==> config.mk <==
export PLATFORM = sky130hd
export DESIGN_NAME = diffeq_inv
export DESIGN_NICKNAME = d
export VERILOG_FILES = /design/src/rtl/diffeq_inv.sv
export SDC_FILE = /design/constraint.sdc
export NUM_CORES = 1
export LEC_CHECK = 0
export BUFFER_PORTS_ARGS = -buffer_cell sky130_fd_sc_hd__buf_4
export CELL_PAD_IN_SITES_DETAIL_PLACEMENT = 0
export CELL_PAD_IN_SITES_GLOBAL_PLACEMENT = 1
export CORE_ASPECT_RATIO = 0.7
export CORE_UTILIZATION = 42
export CTS_CLUSTER_DIAMETER = 50
export DETAILED_ROUTE_END_ITERATION = 10
export PLACE_DENSITY = 0.74
export SLEW_MARGIN = 20
export SYNTH_ARGS = -nofsm -noshare
export SYNTH_HDL_FRONTEND = slang
export SYNTH_SLANG_ARGS = --single-unit
==> constraint.sdc <==
create_clock -name clk -period 4.26 [get_ports clk]
set_clock_uncertainty 0.05 [all_clocks]
set_input_delay 0.426 -clock clk [delete_from_list [all_inputs] [get_ports clk]]
set_output_delay 0.426 -clock clk [all_outputs]
set_load 0.02 [all_outputs]
==> src/rtl/diffeq_inv.sv <==
// Inverse of the forward difference-equation filter: rebuilds x[n] from the filtered stream y[n].
// Build option DIFFEQ_INV_SAT_EN: clamp out-of-range results (default build wraps, flag only).
module diffeq_inv #(
    parameter int N     = 16,
    parameter int GUARD = 3
) (
    input  logic         clk,
    input  logic         i_rst,
    input  logic         i_clear,
    input  logic         i_valid,
    input  logic [N-1:0] i_y,
    output logic [N-1:0] o_x,
    output logic         o_valid,
    output logic         o_primed,
    output logic         o_sat
);
    localparam int A = N + GUARD;

    logic signed [N-1:0] y1, y2, x1, x2, x3;
    logic [1:0]          prime_cnt;

    logic signed [N-1:0] h_y1, h_y2, h_x1, h_x2, h_x3;
    logic [1:0]          h_cnt;
    logic signed [A-1:0] acc;
    logic                ovf_hi, ovf_lo, ovf;
    logic [N-1:0]        x_next;
    logic [1:0]          cnt_next;

    function automatic logic signed [A-1:0] sx(input logic signed [N-1:0] v);
        return {{GUARD{v[N-1]}}, v};
    endfunction

    // A clear in the same cycle as a sample makes that sample see an empty history.
    always_comb begin
        h_y1  = i_clear ? '0 : y1;
        h_y2  = i_clear ? '0 : y2;
        h_x1  = i_clear ? '0 : x1;
        h_x2  = i_clear ? '0 : x2;
        h_x3  = i_clear ? '0 : x3;
        h_cnt = i_clear ? 2'd0 : prime_cnt;
    end

    always_comb begin
        acc = sx(i_y) - sx(h_y1 >>> 1) - sx(h_y2 >>> 2) + sx(h_x1) - sx(h_x2) - sx(h_x3);
        ovf_hi = (acc > sx({1'b0, {(N-1){1'b1}}}));
        ovf_lo = (acc < sx({1'b1, {(N-1){1'b0}}}));
        ovf    = ovf_hi | ovf_lo;
`ifdef DIFFEQ_INV_SAT_EN
        if (ovf_hi)
            x_next = {1'b0, {(N-1){1'b1}}};
        else if (ovf_lo)
            x_next = {1'b1, {(N-1){1'b0}}};
        else
            x_next = acc[N-1:0];
`else
        x_next = acc[N-1:0];
`endif
        cnt_next = (h_cnt == 2'd3) ? 2'd3 : h_cnt + 2'd1;
    end

    always_ff @(posedge clk) begin
        if (i_rst) begin
            o_x       <= '0;
            o_valid   <= 1'b0;
            o_sat     <= 1'b0;
            y1        <= '0;
            y2        <= '0;
            x1        <= '0;
            x2        <= '0;
            x3        <= '0;
            prime_cnt <= 2'd0;
        end else begin
            o_valid <= i_valid;
            if (i_clear) begin
                y1        <= '0;
                y2        <= '0;
                x1        <= '0;
                x2        <= '0;
                x3        <= '0;
                prime_cnt <= 2'd0;
                o_sat     <= 1'b0;
            end
            // x history holds the emitted value so feedback matches the output exactly.
            if (i_valid) begin
                o_x       <= x_next;
                y2        <= h_y1;
                y1        <= i_y;
                x3        <= h_x2;
                x2        <= h_x1;
                x1        <= x_next;
                prime_cnt <= cnt_next;
                if (ovf)
                    o_sat <= 1'b1;
            end
        end
    end

    assign o_primed = (prime_cnt == 2'd3);

endmodule

Word-level counts from Yosys, hierarchy flattened
Cells that the tools add are included.
W data, S select, Z words.
{"block": "word_totals", "mem_count": 0, "latch_bits": 0, "output_inout_bits": 19, "inputBits": 20, "regBits": 98, "mem_bits_rw": 0, "mem_bits_ro": 0, "wordCells": 36}
{"block": "classes", "shifts": 0, "n_addsub": 6, "order_cmp": 2, "n_eq_ne": 2, "reduce_logical": 0, "n_mux": 16, "bitwise_logic": 1, "n_mul": 0, "div_mod_pow": 0}
{"cell": "$mux W16", "count": 10}
{"cell": "$sub A19 B16 Y19", "count": 2}
{"cell": "$add A18 B16 Y19", "count": 1}
{"cell": "$gt A19 B16 Y1 const B", "count": 1}
{"cell": "$lt A19 B16 Y1 const B", "count": 1}
{"cell": "$sub A17 B14 Y18", "count": 1}
{"cell": "$sub A16 B15 Y17", "count": 1}
{"cell": "$mux W2", "count": 3}
{"cell": "$eq A2 B2 Y1 const B", "count": 2}
{"cell": "$mux W1", "count": 3}
{"cell": "$add A2 B1 Y2 const B", "count": 1}
{"cell": "$or A1 B1 Y1", "count": 1}

Logic depth before layout (Yosys ltp)
Gate-level depths: netlist of run 1.
{"block": "logic_depth", "word_depth": 10, "mapped_depth": 18}

Least setup slack after synthesis of run 1
OpenSTA, ideal clock, no wires.
{"block": "synth_timing", "path_type": "input to register", "start": "in i_clear", "end": "reg o_sat", "cell_stages": 16, "slack_ns": -0.416, "required_time_ns": 4.093, "arrival_ns": 4.509, "path_cell_list": "clkinv_1 > clkbuf_1 > nand2_1 > fa_1 > fa_1 > inv_1 > fa_1 > inv_1 > ha_1 > a21o_1 > nand3_2 > a211o_2 > a31oi_1 > xor2_1 > or4_1 > a32o_1"}
{"block": "synth_via", "elab_chain_len": 10, "word_cells_on_any_way": 16, "cone_classes": "5 x add/sub; 2 x order compare; 8 x mux; 1 x bitwise"}
{"item": "start: declaration", "line": "9", "rtl": "input logic i_clear,"}
{"item": "$mux W16"}
{"item": "$sub A16 B15 Y17", "line": "44", "rtl": "acc = sx(i_y) - sx(h_y1 >>> 1) - sx(h_y2 >>> 2) + sx(h_x1) - sx(h_x2) - sx(h_x3);"}
{"item": "$sub A17 B14 Y18", "line": "44"}
{"item": "$add A18 B16 Y19", "line": "44"}
{"item": "$sub A19 B16 Y19 (2 in series)", "line": "44"}
{"item": "$gt A19 B16 Y1 / $lt A19 B16 Y1 (equally long branches)", "line": "45, 46"}
{"item": "$or A1 B1 Y1", "line": "47", "rtl": "ovf = ovf_hi | ovf_lo;"}
{"item": "$mux W1", "line": "92", "rtl": "if (ovf)"}
{"item": "$mux W1 (*)", "line": "84", "rtl": "if (i_valid) begin"}
{"item": "end signal: assignment", "line": "65", "rtl": "o_sat <= 1'b0;"}
{"item": "end signal: assignment", "line": "81", "rtl": "o_sat <= 1'b0;"}
{"item": "end signal: assignment", "line": "93", "rtl": "o_sat <= 1'b1;"}
{"item": "end: declaration", "line": "15", "rtl": "output logic o_sat"}
Mark *: on every way between the ends. The rest lies on a longest branch, timed or not. The select of a mux whose other input is x is not followed.
A chain may end at the register's enable or synchronous reset.

Worst setup path after layout of run 1
Ends and elaborated chain as after synthesis.

==> metrics.yaml, run 1 <==
die:
  die_x_um: 149
  initial_core_util_pct: 43.0
  num_rows: 37
  io_pins: 39
  die_h_um: 105
  core_mm2: 0.0147
  fp.dieArea_mm2: 0.0156
pwr:
  seqPwrFrac_pct: 21.9
  p_int_mw: 3.14
  combPwrFrac_pct: 60.3
  p_clk_share_pct: 17.7
  power_density_mw_per_mm2: 616
  power.net_switching_mw: 2.00
  p_leak_nw: 3.61
  p_sw_share_pct: 38.9
  peakVddDrop_uv: 244
layout:
  antenna_cells: 0
  finalNetCount: 973
  layout-drive-gt1-share_pct: 26.7
  fin_area_mm2: 0.00833
  nFillCells: 1347
  area_delta_synth_final_pct: 31.5
critical_path:
  r2r_setup_slack_ns: 0.02
  end_kind: "flop"
  crit_type: "input pin to flop"
  cp.arrival_ns: 4.44
  critical_path_required_ns: 4.45
  startpoint_type: "input pin"
  cp_max_fo: 10
detailed_routing:
  drt-vias-per-instance: 4.96
  drt_first_pass_iters: 7
  drcViolationCount: 0
  vias: 5296
  route.antenna.remaining_nets: 0
  totalWireLength_mm: 16.2
  wl_per_cell_um: 15.2
  dr.first_iter.drc_count: 287
cts:
  clk_latency_ns: 0.35
  cts.path.max_buffers: 2
  cts_sinks: 97
  cts_max_level: 3
  cts_root_buf: "clkbuf_16"
  cts_buffers: 9
  cts_hold_buf: 0
  clkTransAtPathRegs_ns: 0.07
  cts_tree: "built"
timing:
  finalCriticalPeriod_ns: 4.25
  fin_crit_sh_pct: 99.7
  holdWs_ns: 0.267
  setup_viol_count_final: 0
  worst_pin_slew_ns: 1.04
  timing.final.ws_setup_ns: 0.0107
  hold_viol: 0
  max_freq_mhz: 235
  rsz0062_at_grt: "true"
  slew_headroom_pct: 30.3
  finalMaxSlewViolations: 0
yosys:
  synthTopCellsByArea: "dfxtp_1 31%, fa_1 21%, nor2_1 6.7%"
  postSynthAreaPerCell_um2: 8.40
  yosysTopAreaCell: "dfxtp_1"
  synth_flop_cell: "dfxtp_1"
  synth_edf_count: 0
  ys_warn_count: 0
  synth_cells: 754
  yosysTopAreaCellShare_pct: 30.6
  synth_nets: 859
  yosysUniqueCellTypes: 52
  synth.ff_latch_count: 97
  ys_seq_area_share_pct: 30.6
  async_flop_share_pct: 0
  netlist_area_mm2: 0.00634
global_route:
  grt_use_met1_pct: 33.4
  grt.met3_usage_pct: 4.06
  grt_start_max_net_pins: 73
  grt_pass1_vias: 5320
  grt_first_pass_wirelength_mm: 27.6
  overflow: 0
  grt_util_met2_pct: 35.1
  antenna_found_initial: 0
  grt_usage_pct: 22.8
  grt-busiest-layer: "met2"
job:
  maxCapViolations: 0
outcome:
  status: "completed"
worst_hold_path:
  hold_class: "input pin to flop"
placed_design:
  io_buffers: 38
  hpwlAfterDp_mm: 11.6
  placedInstanceArea_mm2: 0.00772
  pre_cts_ws_ns: -0.431
  gp_congestion: 0.890
-- final timing paths --
| kind | from | end | depth (start not counted) |
|---|---|---|---|
| max | i_clear | o_sat | 17 |
| min | i_y[4] | y1[4] | 3 |
| max reg2reg | x1[1] | o_sat | 15 |
| min reg2reg | o_x[10] | o_x[10] | 2 |
-- critical path, cell delays in order --
cell and delay (ns):
buf_8 0.13, clkinv_8 0.08, bufbuf_16 0.27, nand2_1 0.08
fa_1 0.39, fa_1 0.52, inv_1 0.05, fa_1 0.55
inv_1 0.06, ha_1 0.27, a21o_1 0.16, nand3_2 0.11
a211o_4 0.37, a21oi_2 0.14, a2111oi_2 0.07, or4_1 0.52
a32o_1 0.22
-- state kept, by name (all words and copies together) (netlist names) --
name and flops:
prime_cnt 2, x3 16, y1 15, o_sat 1, o_x 16, x2 16, o_valid 1, y2 14
x1 16
-- routing by layer --
layer / up-vias / part of all wire, %
met4: 0 / 0.86
met2: 104 / 44
met1: 2533 / 51
li1: 2645 / -
met3: 14 / 4.3
met5: - / 0
-- synth_stat cells, types with 4 or more instances --
library cell	count
a21oi_1	51
mux2_2	8
mux2i_1	8
or2_2	5
nor2_1	113
fa_1	66
clkbuf_1	31
nand2b_1	9
o21ai_1	8
nand3_1	4
dfxtp_1	97
o21ai_0	9
xnor2_1	8
a22o_1	6
nand2_1	88
inv_1	95
buf_1	6
nor3_1	5
a31oi_1	34
nor2b_1	38
xor2_1	4
ha_1	19
-- power by group through the flow --
| stage | clock network, mW | registers, mW | logic [mW] |
|---|---|---|---|
| 2_1_floorplan | 0 | 1.21 | 1.76 |
| 3_3_place_gp | 0 | 1.14 | 2.91 |
| 3_5_place_dp | 0 | 1.14 | 2.91 |
| 4_1_cts | 0.935 | 1.13 | 3.01 |
| 5_1_grt | 0.972 | 1.15 | 3.41 |
| 6_report | 0.910 | 1.13 | 3.10 |
-- logic make-up (layout without fill, tap and decap cells) --
family          after synthesis  after routing  synth area share, %
compound gates              130            130                 12.6
xor+xnor                     12             12                 1.66
flops                        97             97                 30.6
fa+ha+maj                    85             85                 24.6
buf+inv                     135            254                 8.07
mux                          16             16                 2.69
simple gates                279            279                 19.7
-- cell type report --
type	count	area [um^2]	share of cell area [%]
repair buffers	140	1210	14.5
well taps	195	244	2.93
inverters	97	378	4.54
clock inverters	4	73.8	0.886
flip-flops and latches	97	1940	23.3
repair inverters	1	8.76	0.105
clock buffers	12	256	3.08
multi-input cells	522	4220	50.7
-- per-stage QoR --
step	power (mW)	TNS, ns	std cells	util, %
final	5.14	0	1068	56.6
after global routing	5.53	-0.200	1068	56.6
after CTS	5.07	0	1068	56.1
after detailed placement	4.05	-2.51	1046	52.5
after global placement	4.05	-2.69	1046	52.5
after floorplan	2.96	0	754	-
-- placed cells by master, fill, tap and decap left out, types with 12 or more instances in the layout --
master   count
a31oi_1     34
nor2b_1     30
ha_4        12
inv_1       94
dfxtp_1     97
nor2_1     113
buf_4      130
fa_1        60
a21oi_1     43
nand2_1     78
-- timing repair --
action	in CTS	in global routing
buffers inserted	1	0
pin swaps	14	15
gates cloned	5	0
gates resized for setup	14	25
endpoints found under the hold margin	0	0
endpoints found under the setup margin	1	7
Note: power is estimated with default switching activity, not from simulation.
==> run 2: changes to the inputs <==
- CTS_BUF_LIST: not set -> sky130_fd_sc_hd__clkbuf_8 sky130_fd_sc_hd__clkbuf_16
==> run 2 against run 1 <==
Against the previous run:
- final cell count unchanged
- register-to-register slack about the same
- fmax about the same
- critical path type unchanged
- largest cell class unchanged
- largest power group unchanged
==> metrics.yaml, run 2 (same netlist as run 1, synthesis figures left out) <==
critical_path:
  path_common_cell: "fa_1"
  cpLargestDelayFamily: "adder cells"
  critPathMaxStageDelay_ns: 0.55
  critical_path_required_ns: 4.45
  end_kind: "flop"
  critPathBufInv: 5
  crit_type: "input pin to flop"
  startpoint_type: "input pin"
  cp_cell_sequence: "buf_8 > clkinv_8 > bufbuf_16 > nand2_1 > fa_1 > fa_1 > inv_1 > fa_1 > inv_1 > ha_1 > a21o_1 > nand3_2 > a211o_4 > a21oi_2 > a2111oi_2 > or4_1 > a32o_1"
  r2r_cells: 15
  slowest_stage: "fa_1"
  cp_max_fo: 10
  r2r_setup_slack_ns: 0.02
  timing.rr.end: "o_sat"
  cp.arrival_ns: 4.44
  r2r-start: "x1[1]"
cts:
  clk_latency_ns: 0.35
  cts_buffers: 9
  cts_tree: "built"
  cts_max_level: 3
  cts_hold_buf: 0
  cts_root_buf: "clkbuf_16"
  clkTransAtPathRegs_ns: 0.07
  cts.path.max_buffers: 2
  cts_sinks: 97
timing:
  setup_viol_count_final: 0
  holdWs_ns: 0.267
  fin_crit_sh_pct: 99.7
  worst_pin_slew_ns: 1.04
  rsz0062_at_grt: "true"
  max_freq_mhz: 235
  slew_headroom_pct: 30.3
  hold_viol: 0
  finalCriticalPeriod_ns: 4.25
  finalMaxSlewViolations: 0
detailed_routing:
  drt-vias-per-instance: 4.96
  route.antenna.remaining_nets: 0
  vias: 5296
  totalWireLength_mm: 16.2
  drt_first_pass_iters: 7
  wl_per_cell_um: 15.2
  dr.first_iter.drc_count: 287
  drcViolationCount: 0
layout:
  area_delta_synth_final_pct: 31.5
  layout_commonest_cell: "buf_4"
  antenna_cells: 0
  nFillCells: 1347
  final_cells: 1068
  seq_area_mm2: 0.00194
  layout-drive-gt1-share_pct: 26.7
  final_cell_mix: "130 x buf_4, 113 x nor2_1, 97 x dfxtp_1"
  finalNetCount: 973
  multi_input_area_mm2: 0.00422
global_route:
  grt_usage_pct: 22.8
  grt_pass1_vias: 5320
  antenna_found_initial: 0
  grt_start_max_net_pins: 73
  overflow: 0
  grt_first_pass_wirelength_mm: 27.6
pwr:
  power.net_switching_mw: 2.00
  peakVddDrop_uv: 244
  seqPwrFrac_pct: 21.9
  p_clk_share_pct: 17.7
  p_int_mw: 3.14
  combPwrFrac_pct: 60.4
  p_sw_share_pct: 38.9
  power_density_mw_per_mm2: 616
  p_leak_nw: 3.62
placed_design:
  gp_congestion: 0.890
  io_buffers: 38
  placed_cells: 1046
  hpwlAfterDp_mm: 11.6
die:
  fp.dieArea_mm2: 0.0156
  num_rows: 37
  io_pins: 39
  core_mm2: 0.0147
  initial_core_util_pct: 43.0
  die_h_um: 105
  die_x_um: 149
outcome:
  status: "completed"
worst_hold_path:
  min_path_cells: 3
  hold_path_end: "y1[4]"
  holdCritStartpoint: "i_y[4]"
  hold_class: "input pin to flop"
job:
  maxCapViolations: 0
## run 2: power groups by stage
stage / clock network, mW / logic [mW] / registers, mW
after floorplan: 0 / 1.76 / 1.21
after global placement: 0 / 2.91 / 1.14
after detailed placement: 0 / 2.91 / 1.14
after CTS: 0.932 / 3.01 / 1.13
after global routing: 0.970 / 3.41 / 1.15
final: 0.908 / 3.10 / 1.13
## run 2: worst max-delay path by stage
stage,start,endpoint,slack (ns),depth (start not counted)
global placement,i_clear,o_sat,-0.44,15
finish,i_clear,o_sat,0.01,17
global route,x3[1],o_sat,-0.15,15
floorplan,i_clear,o_sat,0.0007,15
detailed placement,i_clear,o_sat,-0.43,17
CTS,i_clear,o_sat,0.001,17
## run 2: area by class of cell
type,instances,share of cell area [%]
multi-input combinational,522,50.7
sequential,97,23.3
timing repair buffer,140,14.5
inverter,97,4.54
clock buffer,11,3.03
tap,195,2.93
clock inverter,5,0.931
timing repair inverter,1,0.105
## run 2: per-layer routing
layer | global-route usage (%) | wire (um) | up-vias
met5 | 0 | 0 | -
met1 | 33.4 | 8270 | 2533
met3 | 4.06 | 704 | 14
li1 | - | - | 2645
met4 | 4.37 | 139 | 0
met2 | 35.1 | 7130 | 104
## run 2: repair_timing
item	CTS	global route
buffers inserted	1	0
hold endpoints to repair	0	0
resized for setup	14	25
endpoints found under the setup margin	1	7
cloned	5	0
pin swaps	14	15
## run 2: worst register-to-register path, stage by stage, from the launching register on
cell       delay [ns]
dfxtp_1          0.39
nand2_2          0.09
fa_1             0.48
inv_1            0.06
fa_1             0.54
inv_1            0.05
fa_1             0.55
inv_1            0.06
ha_1             0.27
a21o_1           0.16
nand3_2          0.12
a211o_4          0.37
a21oi_2          0.14
a2111oi_2        0.07
or4_1            0.52
a32o_1           0.22
## run 2: metrics by stage
stage / power, mW / setup WS, ns / instance area, um^2 / TNS (ns) / utilization [%]
global route: 5.53 / -0.153 / 8330 / -0.200 / 56.6
global placement: 4.05 / -0.436 / 7720 / -2.69 / 52.5
floorplan: 2.96 / 0.000734 / 6640 / 0 / -
detailed placement: 4.05 / -0.431 / 7720 / -2.51 / 52.5
finish: 5.13 / 0.0107 / 8330 / 0 / 56.6
CTS: 5.07 / 0.00109 / 8250 / 0 / 56.1
==> run 3: changes to the inputs <==
- CORE_ASPECT_RATIO: 0.7 -> 0.8
- PLACE_DENSITY: 0.74 -> 0.8
==> run 3 against run 2 <==
Against the previous run:
- the run now ends with negative setup slack left
- worst hold slack worse by 0.0031 ns
- combinational power is 8.1% higher
- register-to-register slack better by 0.02 ns
- count of clock-buffer cells in the layout stayed put
- core utilization is 2.3 points higher
- global-route usage is 1.8 points lower
- first-iteration DRC count is 14% lower
- critical path type unchanged
- largest cell class unchanged
==> metrics.yaml, run 3 (same netlist as run 1, synthesis figures left out) <==
layout:
  nFillCells: 1240
  layout-drive-gt1-share_pct: 30.2
  antenna_cells: 0
  final_cell_mix: "123 x buf_4, 111 x nor2_1, 96 x dfxtp_1"
  layout_commonest_cell: "buf_4"
  area_delta_synth_final_pct: 34.7
  final_util_pct: 58.9
  fin_area_mm2: 0.00854
  finalNetCount: 975
critical_path:
  timing.rr.end: "o_sat"
  r2r_cells: 15
  startpoint_type: "input pin"
  end_kind: "flop"
  crit_start: "i_clear"
  crit_type: "input pin to flop"
  cp.arrival_ns: 4.47
  critical_path_required_ns: 4.46
  crit_path_end: "o_sat"
  r2r-start: "x2[1]"
  r2r_setup_slack_ns: 0.04
  cp_max_fo: 7
detailed_routing:
  vias: 5337
  wl_met1_mm: 7.98
  highest_layer: "met4"
  wl_per_cell_um: 15.2
  drt-vias-per-instance: 5.04
  route.met2.wl_mm: 7.31
  drcViolationCount: 0
  wl_met3_um: 669
  totalWireLength_mm: 16.1
  drt_first_pass_iters: 4
  dr.first_iter.drc_count: 246
  route.antenna.remaining_nets: 0
timing:
  max_freq_mhz: 234
  setup_viol_count_final: 1
  finalMaxSlewViolations: 0
  hold_viol: 0
  fin_crit_sh_pct: 100
  worst_pin_slew_ns: 0.916
  timing.final.ws_setup_ns: -0.00849
  slew_headroom_pct: 39.0
  finalCriticalPeriod_ns: 4.27
  rsz0062_at_grt: "true"
cts:
  clkTransAtPathRegs_ns: 0.07
  cts_tree: "built"
  clk_latency_ns: 0.36
  cts_buffers: 9
  cts_root_buf: "clkbuf_16"
  cts.path.max_buffers: 2
  cts_sinks: 97
  cts_max_level: 3
die:
  die_x_um: 139
  initial_core_util_pct: 43.7
  num_rows: 39
  die_h_um: 112
  core_mm2: 0.0145
  io_pins: 39
  fp.dieArea_mm2: 0.0156
placed_design:
  io_buffers: 38
  placedInstanceArea_mm2: 0.00758
  hpwlAfterDp_mm: 10.7
  gp_congestion: 0.810
pwr:
  peakVddDrop_uv: 325
  power_density_mw_per_mm2: 617
  p_leak_nw: 3.65
worst_hold_path:
  hold_class: "input pin to flop"
global_route:
  grt_start_max_net_pins: 86
  antenna_found_initial: 0
  grt_usage_pct: 20.9
  grt_first_pass_wirelength_mm: 25.8
  grt_pass1_vias: 5294
  overflow: 0
outcome:
  violations: "negative setup slack"
  status: "finished with violations"
job:
  maxCapViolations: 0
run 3: where the power goes:
part	internal (mW)	switching, mW	total, mW
Clock	0.421	0.354	0.774
Combinational	1.67	1.69	3.35
Sequential	1.05	0.0828	1.14
Total	3.14	2.12	5.27
run 3: metal layers:
metal,vias up,GRT usage [%]
met3,11,4.52
met5,-,0
li1,2650,-
met4,0,6.59
met1,2572,29.2
met2,104,32.4
run 3: stage by stage:
step | TNS, ns | hold WS (ns) | total power, mW | instances | worst slack, ns
2_1_floorplan | 0 | 0.423 | 2.96 | 754 | 0.000734
3_3_place_gp | -1.51 | 0.384 | 3.87 | 1020 | -0.325
3_5_place_dp | -2.31 | 0.385 | 3.91 | 1020 | -0.430
4_1_cts | 0 | 0.254 | 4.80 | 1039 | 0.00225
5_1_grt | -0.363 | 0.270 | 5.66 | 1059 | -0.224
6_report | -0.00849 | 0.264 | 5.27 | 1059 | -0.00849
run 3: repair_timing:
action	4_1_cts	5_1_grt
buffers inserted	1	15
setup endpoints to repair	3	5
hold buffers	0	0
pin swaps	7	58
cloned	2	6
resized for setup	11	77
hold endpoints to repair	0	0
run 3: area by class of cell:
type / count / area [um^2] / share of cell area, %
Multi-Input combinational cell: 522 / 4390 / 51.5
Sequential cell: 97 / 1940 / 22.8
Timing Repair Buffer: 142 / 1300 / 15.2
Inverter: 97 / 378 / 4.43
Clock buffer: 11 / 253 / 2.96
Tap cell: 184 / 230 / 2.70
Clock inverter: 5 / 23.8 / 0.279
Timing Repair inverter: 1 / 16.3 / 0.191
run 3: critical path: stages:
cell      delay [ns]
buf_12          0.12
clkinv_8        0.07
buf_12          0.13
buf_8           0.13
nand2_1         0.09
fa_1            0.43
fa_1            0.51
inv_1           0.04
fa_1            0.48
buf_4           0.16
fa_2            0.36
nand2b_4        0.16
a21oi_4         0.13
o21ai_2         0.07
buf_6           0.13
a31oi_4         0.17
xnor2_2         0.10
or4_4           0.50
a32o_1          0.25
run 3: worst min path at each step:
stage,startpoint,end,slack (ns),cells after the start
floorplan,x2[3],x3[3],0.42,2
global placement,o_x[8],o_x[8],0.38,2
detailed placement,o_x[8],o_x[8],0.39,2
CTS,i_y[11],y1[11],0.25,3
global route,i_y[11],y1[11],0.27,3
finish,i_y[11],y1[11],0.26,3
